### src/rtl/iccm_arb_pkg.sv
// Shared types and sizing for the instruction SRAM port-0 arbiter.
package iccm_arb_pkg;

  localparam int IccmAw       = 10;
  localparam int IccmDw       = 32;
  localparam int IccmMaxStall = 8;
  localparam int StallW       = $clog2(IccmMaxStall + 1);

  typedef enum logic [1:0] {
    NORMAL = 2'd0,
    PROG   = 2'd1,
    DRAIN  = 2'd2
  } arb_state_e;

  typedef struct packed {
    logic [IccmAw-1:0] addr;
    logic [IccmDw-1:0] wdata;
  } prog_wr_t;

endpackage

### src/rtl/iccm_prog_fifo.sv
// Small synchronous buffer for boot-programmer writes; a push while full is
// accepted only when the head is popped in the same cycle.
module iccm_prog_fifo
  import iccm_arb_pkg::*;
#(
  parameter int Depth = 2
) (
  input  logic     clk_i,
  input  logic     rst_ni,
  input  logic     push,
  input  logic     pop,
  input  prog_wr_t din,
  output prog_wr_t head,
  output logic     full,
  output logic     empty,
  output logic     last
);

  localparam int PtrW = $clog2(Depth);

  logic [PtrW:0] wr_ptr;
  logic [PtrW:0] rd_ptr;
  logic [PtrW:0] count;
  logic          do_push;
  logic          do_pop;
  prog_wr_t      mem [Depth];

  // Extra pointer bit distinguishes full from empty when the slot indices match.
  assign count   = wr_ptr - rd_ptr;
  assign empty   = (wr_ptr == rd_ptr);
  assign full    = (wr_ptr[PtrW] != rd_ptr[PtrW]) &&
                   (wr_ptr[PtrW-1:0] == rd_ptr[PtrW-1:0]);
  assign last    = (count == {{PtrW{1'b0}}, 1'b1});
  assign do_pop  = pop && !empty;
  assign do_push = push && (!full || do_pop);
  assign head    = mem[rd_ptr[PtrW-1:0]];

  always_ff @(posedge clk_i or negedge rst_ni) begin
    if (!rst_ni) begin
      wr_ptr <= '0;
      rd_ptr <= '0;
    end else begin
      if (do_push) wr_ptr <= wr_ptr + 1'b1;
      if (do_pop)  rd_ptr <= rd_ptr + 1'b1;
    end
  end

  always_ff @(posedge clk_i) begin
    if (do_push) mem[wr_ptr[PtrW-1:0]] <= din;
  end

endmodule

### src/rtl/iccm_sram_arbiter.sv
// Shares instruction SRAM port 0 between the TL-UL adapter and the UART boot
// programmer, buffering programmer writes and sequencing programming mode.
module iccm_sram_arbiter
  import iccm_arb_pkg::*;
#(
  parameter int AW        = IccmAw,
  parameter int DW        = IccmDw,
  parameter int FifoDepth = 2,
  parameter int MaxStall  = IccmMaxStall
) (
  input  logic          clk_i,
  input  logic          rst_ni,
  input  logic          prog_mode_i,
  input  logic          prog_we_i,
  input  logic [AW-1:0] prog_addr_i,
  input  logic [DW-1:0] prog_wdata_i,
  input  logic          bus_req_i,
  input  logic          bus_we_i,
  input  logic [AW-1:0] bus_addr_i,
  input  logic [DW-1:0] bus_wdata_i,
  input  logic [3:0]    bus_wmask_i,
  output logic          bus_gnt_o,
  output logic          bus_rvalid_o,
  output logic [DW-1:0] bus_rdata_o,
  output logic          sram_csb_o,
  output logic          sram_web_o,
  output logic [3:0]    sram_wmask_o,
  output logic [AW-1:0] sram_addr_o,
  output logic [DW-1:0] sram_wdata_o,
  input  logic [DW-1:0] sram_rdata_i,
  output logic          prog_overflow_o,
  output logic          busy_o
);

  arb_state_e        state;
  arb_state_e        state_next;
  logic [StallW-1:0] stall_cnt;
  logic [StallW-1:0] stall_next;
  logic              stall_max;

  prog_wr_t          prog_wr;
  prog_wr_t          fifo_head;
  logic              fifo_full;
  logic              fifo_empty;
  logic              fifo_last;
  logic              fifo_pop;
  logic              fifo_drop;
  logic              drained;

  logic              bus_win;
  logic              gnt_p1;
  logic              rd_p1;
  logic              prog_mode_p1;
  logic              mode_rise;

  assign prog_wr = '{addr: prog_addr_i, wdata: prog_wdata_i};

  iccm_prog_fifo #(
    .Depth (FifoDepth)
  ) u_fifo (
    .clk_i  (clk_i),
    .rst_ni (rst_ni),
    .push   (prog_we_i),
    .pop    (fifo_pop),
    .din    (prog_wr),
    .head   (fifo_head),
    .full   (fifo_full),
    .empty  (fifo_empty),
    .last   (fifo_last)
  );

  assign stall_max = (stall_cnt == StallW'(MaxStall));
  assign fifo_drop = prog_we_i && fifo_full && !fifo_pop;
  assign drained   = fifo_empty || (fifo_last && fifo_pop && !prog_we_i);
  assign mode_rise = prog_mode_i && !prog_mode_p1;

  // Port ownership is forced idle while reset is held so nothing reaches the macro.
  always_comb begin
    bus_win  = 1'b0;
    fifo_pop = 1'b0;
    if (rst_ni) begin
      case (state)
        NORMAL: begin
          if (!fifo_empty && (!bus_req_i || stall_max)) fifo_pop = 1'b1;
          else                                           bus_win  = bus_req_i;
        end
        PROG, DRAIN: fifo_pop = !fifo_empty;
        default: ;
      endcase
    end
  end

  always_comb begin
    sram_csb_o   = 1'b1;
    sram_web_o   = 1'b1;
    sram_wmask_o = 4'h0;
    sram_addr_o  = '0;
    sram_wdata_o = '0;
    if (bus_win) begin
      sram_csb_o   = 1'b0;
      sram_web_o   = !bus_we_i;
      sram_wmask_o = bus_we_i ? bus_wmask_i : 4'h0;
      sram_addr_o  = bus_addr_i;
      sram_wdata_o = bus_wdata_i;
    end else if (fifo_pop) begin
      sram_csb_o   = 1'b0;
      sram_web_o   = 1'b0;
      sram_wmask_o = 4'hF;
      sram_addr_o  = fifo_head.addr;
      sram_wdata_o = fifo_head.wdata;
    end
  end

  always_comb begin
    state_next = state;
    case (state)
      NORMAL: if (prog_mode_i) state_next = PROG;
      PROG: begin
        if (!prog_mode_i && !prog_we_i) state_next = fifo_empty ? NORMAL : DRAIN;
      end
      DRAIN: begin
        if (prog_mode_i)  state_next = PROG;
        else if (drained) state_next = NORMAL;
      end
      default: state_next = NORMAL;
    endcase
  end

  // Only grants that actually delay a waiting prog write count toward the limit.
  always_comb begin
    stall_next = stall_cnt;
    if (fifo_pop)                                 stall_next = '0;
    else if (bus_win && !fifo_empty && !stall_max) stall_next = stall_cnt + 1'b1;
  end

  always_ff @(posedge clk_i or negedge rst_ni) begin
    if (!rst_ni) begin
      state           <= NORMAL;
      stall_cnt       <= '0;
      prog_mode_p1    <= 1'b0;
      prog_overflow_o <= 1'b0;
    end else begin
      state        <= state_next;
      stall_cnt    <= stall_next;
      prog_mode_p1 <= prog_mode_i;
      if (fifo_drop)      prog_overflow_o <= 1'b1;
      else if (mode_rise) prog_overflow_o <= 1'b0;
    end
  end

  // Response stage: one cycle after the grant
  always_ff @(posedge clk_i or negedge rst_ni) begin
    if (!rst_ni) begin
      gnt_p1 <= 1'b0;
      rd_p1  <= 1'b0;
    end else begin
      gnt_p1 <= bus_win;
      rd_p1  <= bus_win && !bus_we_i;
    end
  end

  assign bus_gnt_o    = bus_win;
  assign bus_rvalid_o = gnt_p1;
  assign bus_rdata_o  = (gnt_p1 && rd_p1) ? sram_rdata_i : '0;
  assign busy_o       = (state != NORMAL) || !fifo_empty;

endmodule

### config.mk
export PLATFORM = sky130hd
export DESIGN_NAME = iccm_sram_arbiter
export DESIGN_NICKNAME = d
export VERILOG_FILES = /design/src/rtl/iccm_arb_pkg.sv /design/src/rtl/iccm_prog_fifo.sv /design/src/rtl/iccm_sram_arbiter.sv
export SDC_FILE = /design/constraint.sdc
export NUM_CORES = 1
export LEC_CHECK = 0
export ABC_AREA = 1
export CORE_MARGIN = 10
export CORE_UTILIZATION = 40
export DETAILED_ROUTE_END_ITERATION = 8
export PLACE_DENSITY_LB_ADDON = 0.05
export SLEW_MARGIN = 20
export SYNTH_ARGS = -nofsm -noshare
export SYNTH_HDL_FRONTEND = slang
export SYNTH_SLANG_ARGS = --single-unit
### constraint.sdc
create_clock -name clk_i -period 6.7 [get_ports clk_i]
set_input_delay 1.34 -clock clk_i [delete_from_list [all_inputs] [get_ports clk_i]]
set_output_delay 1.34 -clock clk_i [all_outputs]
set_load 0.01 [all_outputs]
; Yosys cells after proc, flatten, opt, wreduce, memory -nomap -nowiden
; Memory sizes are Yosys's and may differ from the RTL's.
; Index checks and enable logic that the tools add are counted.
[classes]
eq_ne = 10
addsub = 4
n_reduce_logical = 33
n_mux = 29
[ops]
columns = operator, n
row1 = two-way mux 32 bit, 3
row2 = two-way mux 10 bit, 2
row3 = two-way mux 4 bit, 5
row4 = logical AND 1 bit, 14
row5 = two-way mux 1 bit, 12
row6 = two-way mux 2 bit, 5
row7 = zero test 1 bit, 9
row8 = one-hot mux 2 bit (3 select lines), 1
row9 = nonzero test 2 bit, 3
row10 = "adder 2 x 1 -> 2 bit, second input constant", 2
row11 = "adder 4 x 1 -> 4 bit, second input constant", 1
row12 = "equality test 2 x 1 -> 1 bit, second input constant", 2
row13 = "equality test 4 bit, second input constant", 1
row14 = logical OR 1 bit, 4
row15 = "inequality test 2 bit, second input constant", 2
row16 = "inequality test 3 bit, second input constant", 1
row17 = AND reduction 3 bit, 1
row18 = equality test 2 bit, 1
row19 = "equality test 2 bit, second input constant", 1
row20 = zero test 2 bit, 1
row21 = one-hot mux 1 bit (2 select lines), 1
row22 = OR reduction 2 bit, 1
row23 = subtractor 2 bit, 1
row24 = equality test 1 bit, 1
row25 = inequality test 1 bit, 1
[totals]
mem_count = 1
ram_bits = 84
reg_bits = 14
elab_cells = 85
input_bits = 126
[memory_table]
columns = name, depth, width, read_ports, rd_ports_with_merged_regs, wr, line
row1 = u_fifo.mem, 2, 42, 1, 0, 1, iccm_prog_fifo.sv:26  ; prog_wr_t mem [Depth];

; Logic depth before layout (Yosys ltp)
; Gate-level depths: netlist of the first run.
[depth]
depth_word = 12
depth_mapped = 11

; Modules after synthesis
; Synthesis of the first run repeated with hierarchy kept, for this count alone.
[unflattened]
hier_cells = 555
area_unflattened_um2 = 4882.2
[by_module_without_submodules]
columns = mod, seq_area_each_um2, area_each_um2, n_inst, cells_each
row1 = iccm_prog_fifo, 2622.5, 3328.2, 1, 257
row2 = iccm_sram_arbiter, 250.2, 1554.0, 1, 298

; Worst setup path after synthesis of the first run
; Ideal clock, no wire load.
[synth_timing]
path_type = in2reg
startpoint = in bus_req_i
endpoint = mem u_fifo.mem[1][0] (netlist name), enable pin
setup_slack_ps = 2552
setup_ps = 443
arrival_ps = 3705
path_stages = 7
cell_sequence = nand2_1 > nand2_1 > nand2_1 > nand2_4 > nand2_2 > nand2_2 > nor2_1
[synth_between]
elab_chain_cells = 11
[synth_lines]
columns = element, line
row1 = start: declaration, iccm_sram_arbiter.sv:17  ; input logic bus_req_i,
row2 = zero test 1 bit, iccm_sram_arbiter.sv:84  ; if (!fifo_empty && (!bus_req_i || stall_max)) fifo_pop = 1'b1;
row3 = logical OR 1 bit, iccm_sram_arbiter.sv:84
row4 = logical AND 1 bit, iccm_sram_arbiter.sv:84
row5 = two-way mux 1 bit, iccm_sram_arbiter.sv:84
row6 = one-hot mux 1 bit (2 select lines), iccm_sram_arbiter.sv:82  ; case (state)
row7 = two-way mux 1 bit, iccm_sram_arbiter.sv:81  ; if (rst_ni) begin
row8 = logical AND 1 bit, iccm_prog_fifo.sv:34  ; assign do_pop = pop && !empty;
row9 = logical OR 1 bit, iccm_prog_fifo.sv:35  ; assign do_push = push && (!full || do_pop);
row10 = logical AND 1 bit, iccm_prog_fifo.sv:35
row11 = two-way mux 1 bit, iccm_prog_fifo.sv:49  ; if (do_push) mem[wr_ptr[PtrW-1:0]] <= din;
row12 = two-way mux 1 bit (implied by the code), iccm_prog_fifo.sv:49
row13 = end: declaration, iccm_prog_fifo.sv:26
; Every way passes these cells.

; Final worst setup path of the first run
[layout_timing]
startpoint = in rst_ni
endpoint = out sram_wmask_o[2]
[layout_between]
elab_chain_cells = 3
[layout_lines]
columns = element, line
row1 = start: declaration, iccm_sram_arbiter.sv:12  ; input logic rst_ni,
row2 = two-way mux 1 bit, iccm_sram_arbiter.sv:81
row3 = two-way mux 4 bit, iccm_sram_arbiter.sv:105  ; end else if (fifo_pop) begin
row4 = two-way mux 4 bit *, iccm_sram_arbiter.sv:99  ; if (bus_win) begin
row5 = end: declaration, iccm_sram_arbiter.sv:27  ; output logic [3:0] sram_wmask_o,
; Every way passes the cells marked *; elsewhere a longest branch is shown, timed or not.

==> qor.yml, run 1 <==
start_util_pct: 40.7
core_um2: 11900
outcome: "completed"
clk_path_buf_depth: 2
stdcell_area_um2: 7320
gp_congestion: 0.827
rsz0062_at_grt: "false"
hold_ws_ps: 501
dp.final_hpwl_um: 10400
fin_nets: 751
syn2layout_area_growth_pct: 51.1
routed_wl_um: 13300
die_w_um: 130
finalPower_w: 0.00268
drc: 0
worst_ep_arrival_time_ps: 4220
drtPass1Iterations: 4
synthCells: 411
hold_class: "reg2reg"
via_per_inst: 4.72
endpoint_kind: "output port"
p_per_area_nw_per_um2: 367
io_pins: 210
wire_per_inst_um: 17.3
maxCapViolCount: 0
r2r_start: "u_fifo.wr_ptr[0]"
worstHoldEndpoint: "prog_overflow_o"
post-route-min-period_ps: 5560
ir_drop_uv: 211
drt_iter0_markers: 131
critPathKind: "in2out"
path_clk_slew_ps: 60
clk_latency_ps: 330
clkSinkCount: 98
r2r.worst_path.cells: 10
htree_levels: 3
grt_pass1_wl_um: 19700
worst_slew_pin_slew_ps: 941
holdPathStages: 2
hold_viol: 0
async_flop_share_pct: 14.3
grt_start_max_net_pins: 45
required_ps: 5360
yosys_warnings: 0
grt_overflow: 0
io_buffers: 209
post_dp_cell_area_um2: 7010
grt.total_usage_pct: 14.9
tns_ps: 0
ys_seq_elements: 98
cp-start-kind: "primary input"
rrSetupSlack_ps: 4190
num_vias: 3633
synth-seq-area-share_pct: 59.3
syn_area_um2: 4840
layout-drive-gt1-share_pct: 14.6
final_util_pct: 61.4
synth_area_per_cell_um2: 11.8
synth_cell_types: 27
p_leak_nw: 2.94
cts_root_buf: "clkbuf_16"
cts_tree: "yes"
fin_crit_sh_pct: 83.0
hold_buffers: 0
antenna_found_initial: 0
clock.fmax_ghz: 0.180
ant_nets: 0
synth_ff_type: "edfxtp_1"
die_y_um: 130
hold_start: "prog_mode_p1"
r2r-end: "u_fifo.mem[1][8]"
numCtsBuffers: 9
cts_post_setup_buffers_inserted: 0
fillerInstances: 978
finClkSkew_ps: 4.49
critPathMaxFanout: 26
relSlewSlack_pct: 37.1
num_antenna_cells: 0
synthesis.nets: 544
synth_edf_count: 84
dieArea_um2: 16900
grt_pass1_vias: 3795
cts_resized: 0
num_rows: 40
report.final.setup_viol: 0
drv_slew: 0
==> synth_stat cells (all sizes together), types with 3 or more instances <==
cell type	instances	area share, %
a21oi	5	0.52
buf	14	3.0
clkbuf	3	0.23
dfrtp	14	7.2
edfxtp	84	52
ha	7	1.8
inv	52	4.3
mux2i	42	8.7
nand2	70	6.8
nand3	12	1.5
nor2	45	3.6
o21ai	55	8.8
xor2	3	0.54
==> critical path, cell delays in order <==
cell and delay [ps]:
clkdlybuf4s50_1 960, nand3_1 180, a21o_4 300, nand3_4 280
buf_4 450, o21ai_0 180, clkdlybuf4s50_1 520
==> worst max path at each step <==
| stage | slack (ps) | to | startpoint |
|---|---|---|---|
| 2_1_floorplan | 2550 | u_fifo.mem[1][0] | bus_req_i |
| 3_3_place_gp | 1160 | sram_wmask_o[2] | rst_ni |
| 3_5_place_dp | 1040 | sram_wmask_o[1] | rst_ni |
| 4_1_cts | 1050 | sram_wmask_o[1] | rst_ni |
| 5_1_grt | 860 | sram_wmask_o[1] | rst_ni |
| 6_report | 1140 | sram_wmask_o[2] | rst_ni |
==> report_power, final <==
group,internal [W],switching [W]
combinational,0.000554,0.000675
clock,0.000324,0.000208
sequential,0.000868,0.0000545
total,0.00175,0.000938
==> cell usage in the layout, fill, tap and decap left out, types with 4 or more instances in the layout <==
cell             instances
clkdlybuf4s50_1        209
dfrtp_1                 13
buf_4                    4
nor2_1                  42
clkbuf_16                9
o21ai_2                 40
a21oi_1                  5
nand2_1                 45
ha_1                     7
mux2i_1                 42
nand2_2                 24
edfxtp_1                84
nand3_1                 11
inv_1                   51
o21ai_0                 15
==> final cells by class <==
class | count | area [µm²] | area share (%)
inverter | 53 | 213 | 2.91
sequential | 98 | 2870 | 39.3
clock buffer | 10 | 229 | 3.13
tap | 147 | 184 | 2.51
timing repair buffer | 213 | 2120 | 29.0
multi-input combinational | 243 | 1620 | 22.1
clock inverter | 6 | 81.3 | 1.11
==> per-layer routing <==
metal	wire, µm	GRT usage [%]	vias to the layer above	share of wire (%)
met5	0	0	-	0
met2	6600	26.7	156	50
met3	1390	6.25	10	10
li1	-	-	1806	-
met4	148	3.97	0	1.1
met1	5150	15.7	1661	39
==> per-stage QoR <==
step                      setup WS, ps  cells
after floorplan                   2550    411
after global placement            1160    754
after detailed placement          1040    754
after CTS                         1050    770
after global routing               862    770
final                             1140    770
==> state kept, by name, summed over array words and instances, names as in the netlist <==
name,flops
rd_p1,1
bus_rvalid_o,1
u_fifo.mem,84
prog_mode_p1,1
u_fifo.rd_ptr,2
u_fifo.wr_ptr,2
stall_cnt,4
prog_overflow_o,1
state,2
==> cells by family (layout without fill, tap and decap cells) <==
kind of cell	Yosys count	count (layout)	share of synthesized area, %
AO/OA/AOI/OAI	61	61	9.61
XOR/XNOR	4	4	0.723
adder cells (fa/ha/maj)	7	7	1.81
buffers and inverters	70	282	7.67
flip-flops	98	98	59.3
multiplexers	42	42	8.68
AND/OR/NAND/NOR	129	129	12.2
No activity file was read; power rests on OpenSTA's default activity.
==> inputs of run 2 (changes only) <==
==> constraint.sdc (replaced) <==
create_clock -name clk_i -period 5.4 [get_ports clk_i]
set_input_delay 1.08 -clock clk_i [delete_from_list [all_inputs] [get_ports clk_i]]
set_output_delay 1.08 -clock clk_i [all_outputs]
set_load 0.01 [all_outputs]
==> run 2 against run 1 <==
  * Count of clock-buffer cells in the layout shrank 1
  * Critical endpoint is now sram_wdata_o[13]
  * Cell area grew 0.14%
  * Sequential power grew 24%
  * Die area is the same
  * Largest cell class unchanged
  * First-iteration DRC count shrank 44%
==> qor.yml, run 2 (same netlist as run 1, synthesis figures left out) <==
outcome: "completed"
report.final.setup_viol: 0
seq_power_share_pct: 34.4
drc: 0
critPathMostFrequentCell: "clkdlybuf4s50_1"
swShare_pct: 35.6
p_leak_nw: 2.95
finClkSkew_ps: 5.53
drtPass1Iterations: 4
multi_input_area_um2: 1620
regArea_um2: 2870
clk_latency_ps: 340
wire_per_inst_um: 17.2
largest_reg_flops: 84
routed_wl_um: 13300
ant_nets: 0
worst_ep_arrival_time_ps: 3450
finalWorstSetupSlack_ps: 866
io_pins: 210
dieArea_um2: 16900
worst_slew_pin_slew_ps: 955
tns_ps: 0
post-route-min-period_ps: 4530
num_antenna_cells: 0
layout_commonest_cell: "clkdlybuf4s50_1"
num_rows: 40
clock.fmax_ghz: 0.221
hold_ws_ps: 494
drt_iter0_markers: 74
layout-drive-gt1-share_pct: 14.7
cts_tree: "yes"
via_per_inst: 4.74
maxCapViolCount: 0
cp_slowest_cell: "clkdlybuf4s50_1"
core_um2: 11900
relSlewSlack_pct: 36.2
start_util_pct: 40.7
htree_levels: 3
grt_pass1_vias: 3797
io_buffers: 209
path_cells: "clkdlybuf4s50_1 -> buf_4 -> inv_1 -> nor2_1 -> nand2_1 -> clkinv_2 -> nand3_4 -> buf_12 -> o21ai_2 -> clkdlybuf4s50_1"
grt_overflow: 0
cts_resized: 0
grt_start_max_net_pins: 45
critPathMaxStageDelay_ps: 550
clockPowerShare_pct: 19.2
hold_buffers: 0
p_sw_w: 0.00118
fillerInstances: 985
num_vias: 3658
path_clk_slew_ps: 70
critPathMaxFanout: 26
pwr-share-comb_pct: 46.4
required_ps: 4320
die_w_um: 130
critPathKind: "in2out"
rsz0062_at_grt: "false"
clkSinkCount: 98
gp_congestion: 0.829
numCtsBuffers: 9
clk_path_buf_depth: 2
ir_drop_uv: 299
cp-start-kind: "primary input"
p_per_area_nw_per_um2: 453
drv_slew: 0
dp.final_hpwl_um: 10400
power.internal_w: 0.00214
cts_post_setup_buffers_inserted: 0
antenna_found_initial: 0
grt.total_usage_pct: 15.2
die_y_um: 130
final_cell_mix: "clkdlybuf4s50_1, edfxtp_1, inv_1, nand2_1"
place_ws_ps: 829
cts_root_buf: "clkbuf_16"
fin_nets: 752
hold_class: "reg2reg"
grt_pass1_wl_um: 20100
fin_crit_sh_pct: 84.0
syn2layout_area_growth_pct: 51.3
hold_viol: 0
endpoint_kind: "output port"
==> run 2: changes by cell type in the layout (fill, tap and decap cells not counted), sizes merged <==
cell,previous run,this run
clkinvlp,1,0
bufinv,2,1
clkinv,4,3
inv,52,56
clkbuf,10,9
buf,4,5
==> run 2: critical path: cells and delay by family <==
kind | cells | cell delay [ps]
buffers and inverters | 6 | 1740
AND/OR/NAND/NOR | 3 | 450
AO/OA/AOI/OAI | 1 | 130
==> run 2: through the flow <==
stage / power [W] / std cells / instance area, µm² / utilization [%]
final: 0.00332 / 771 / 7330 / 61.5
after global routing: 0.00354 / 771 / 7330 / 61.5
after global placement: 0.00271 / 755 / 7030 / 59.0
after floorplan: 0.00208 / 411 / 4840 / -
after detailed placement: 0.00273 / 755 / 7030 / 59.0
after CTS: 0.00338 / 771 / 7330 / 61.5
==> run 2: power groups by stage <==
stage / Combinational, W / Sequential [W] / Clock (W)
floorplan: 0.000926 / 0.00115 / 0
global placement: 0.00156 / 0.00115 / 0
detailed placement: 0.00158 / 0.00116 / 0
CTS: 0.00158 / 0.00114 / 0.000652
global route: 0.00170 / 0.00116 / 0.000679
finish: 0.00154 / 0.00114 / 0.000637
==> run 2: metal layers <==
| layer | part of all wire, % | vias to the layer above | GRT usage [%] |
|---|---|---|---|
| li1 | - | 1804 | - |
| met2 | 49 | 166 | 26.7 |
| met4 | 0.60 | 0 | 4.76 |
| met5 | 0 | - | 0 |
| met1 | 39 | 1680 | 16.9 |
| met3 | 11 | 8 | 5.40 |
==> run 2: worst paths after layout <==
path                       cells after the start                end        startpoint  slack, ps
setup / recovery                              10   sram_wdata_o[13]            rst_ni        870
hold / removal                                 2    prog_overflow_o      prog_mode_p1        490
setup reg to reg                              10  u_fifo.mem[1][20]  u_fifo.wr_ptr[0]       2640
hold reg to reg                                2    prog_overflow_o      prog_mode_p1        490
max in group asynchronous                      2   u_fifo.rd_ptr[0]            rst_ni       4110
min in group asynchronous                      2           state[0]            rst_ni       1100
==> run 2: final cells by class <==
type | instances | share of cell area [%]
flip-flops and latches | 98 | 39.2
repair buffers | 214 | 29.2
multi-input cells | 243 | 22.0
clock buffers | 9 | 3.07
inverters | 53 | 2.90
well taps | 147 | 2.51
clock inverters | 7 | 1.02
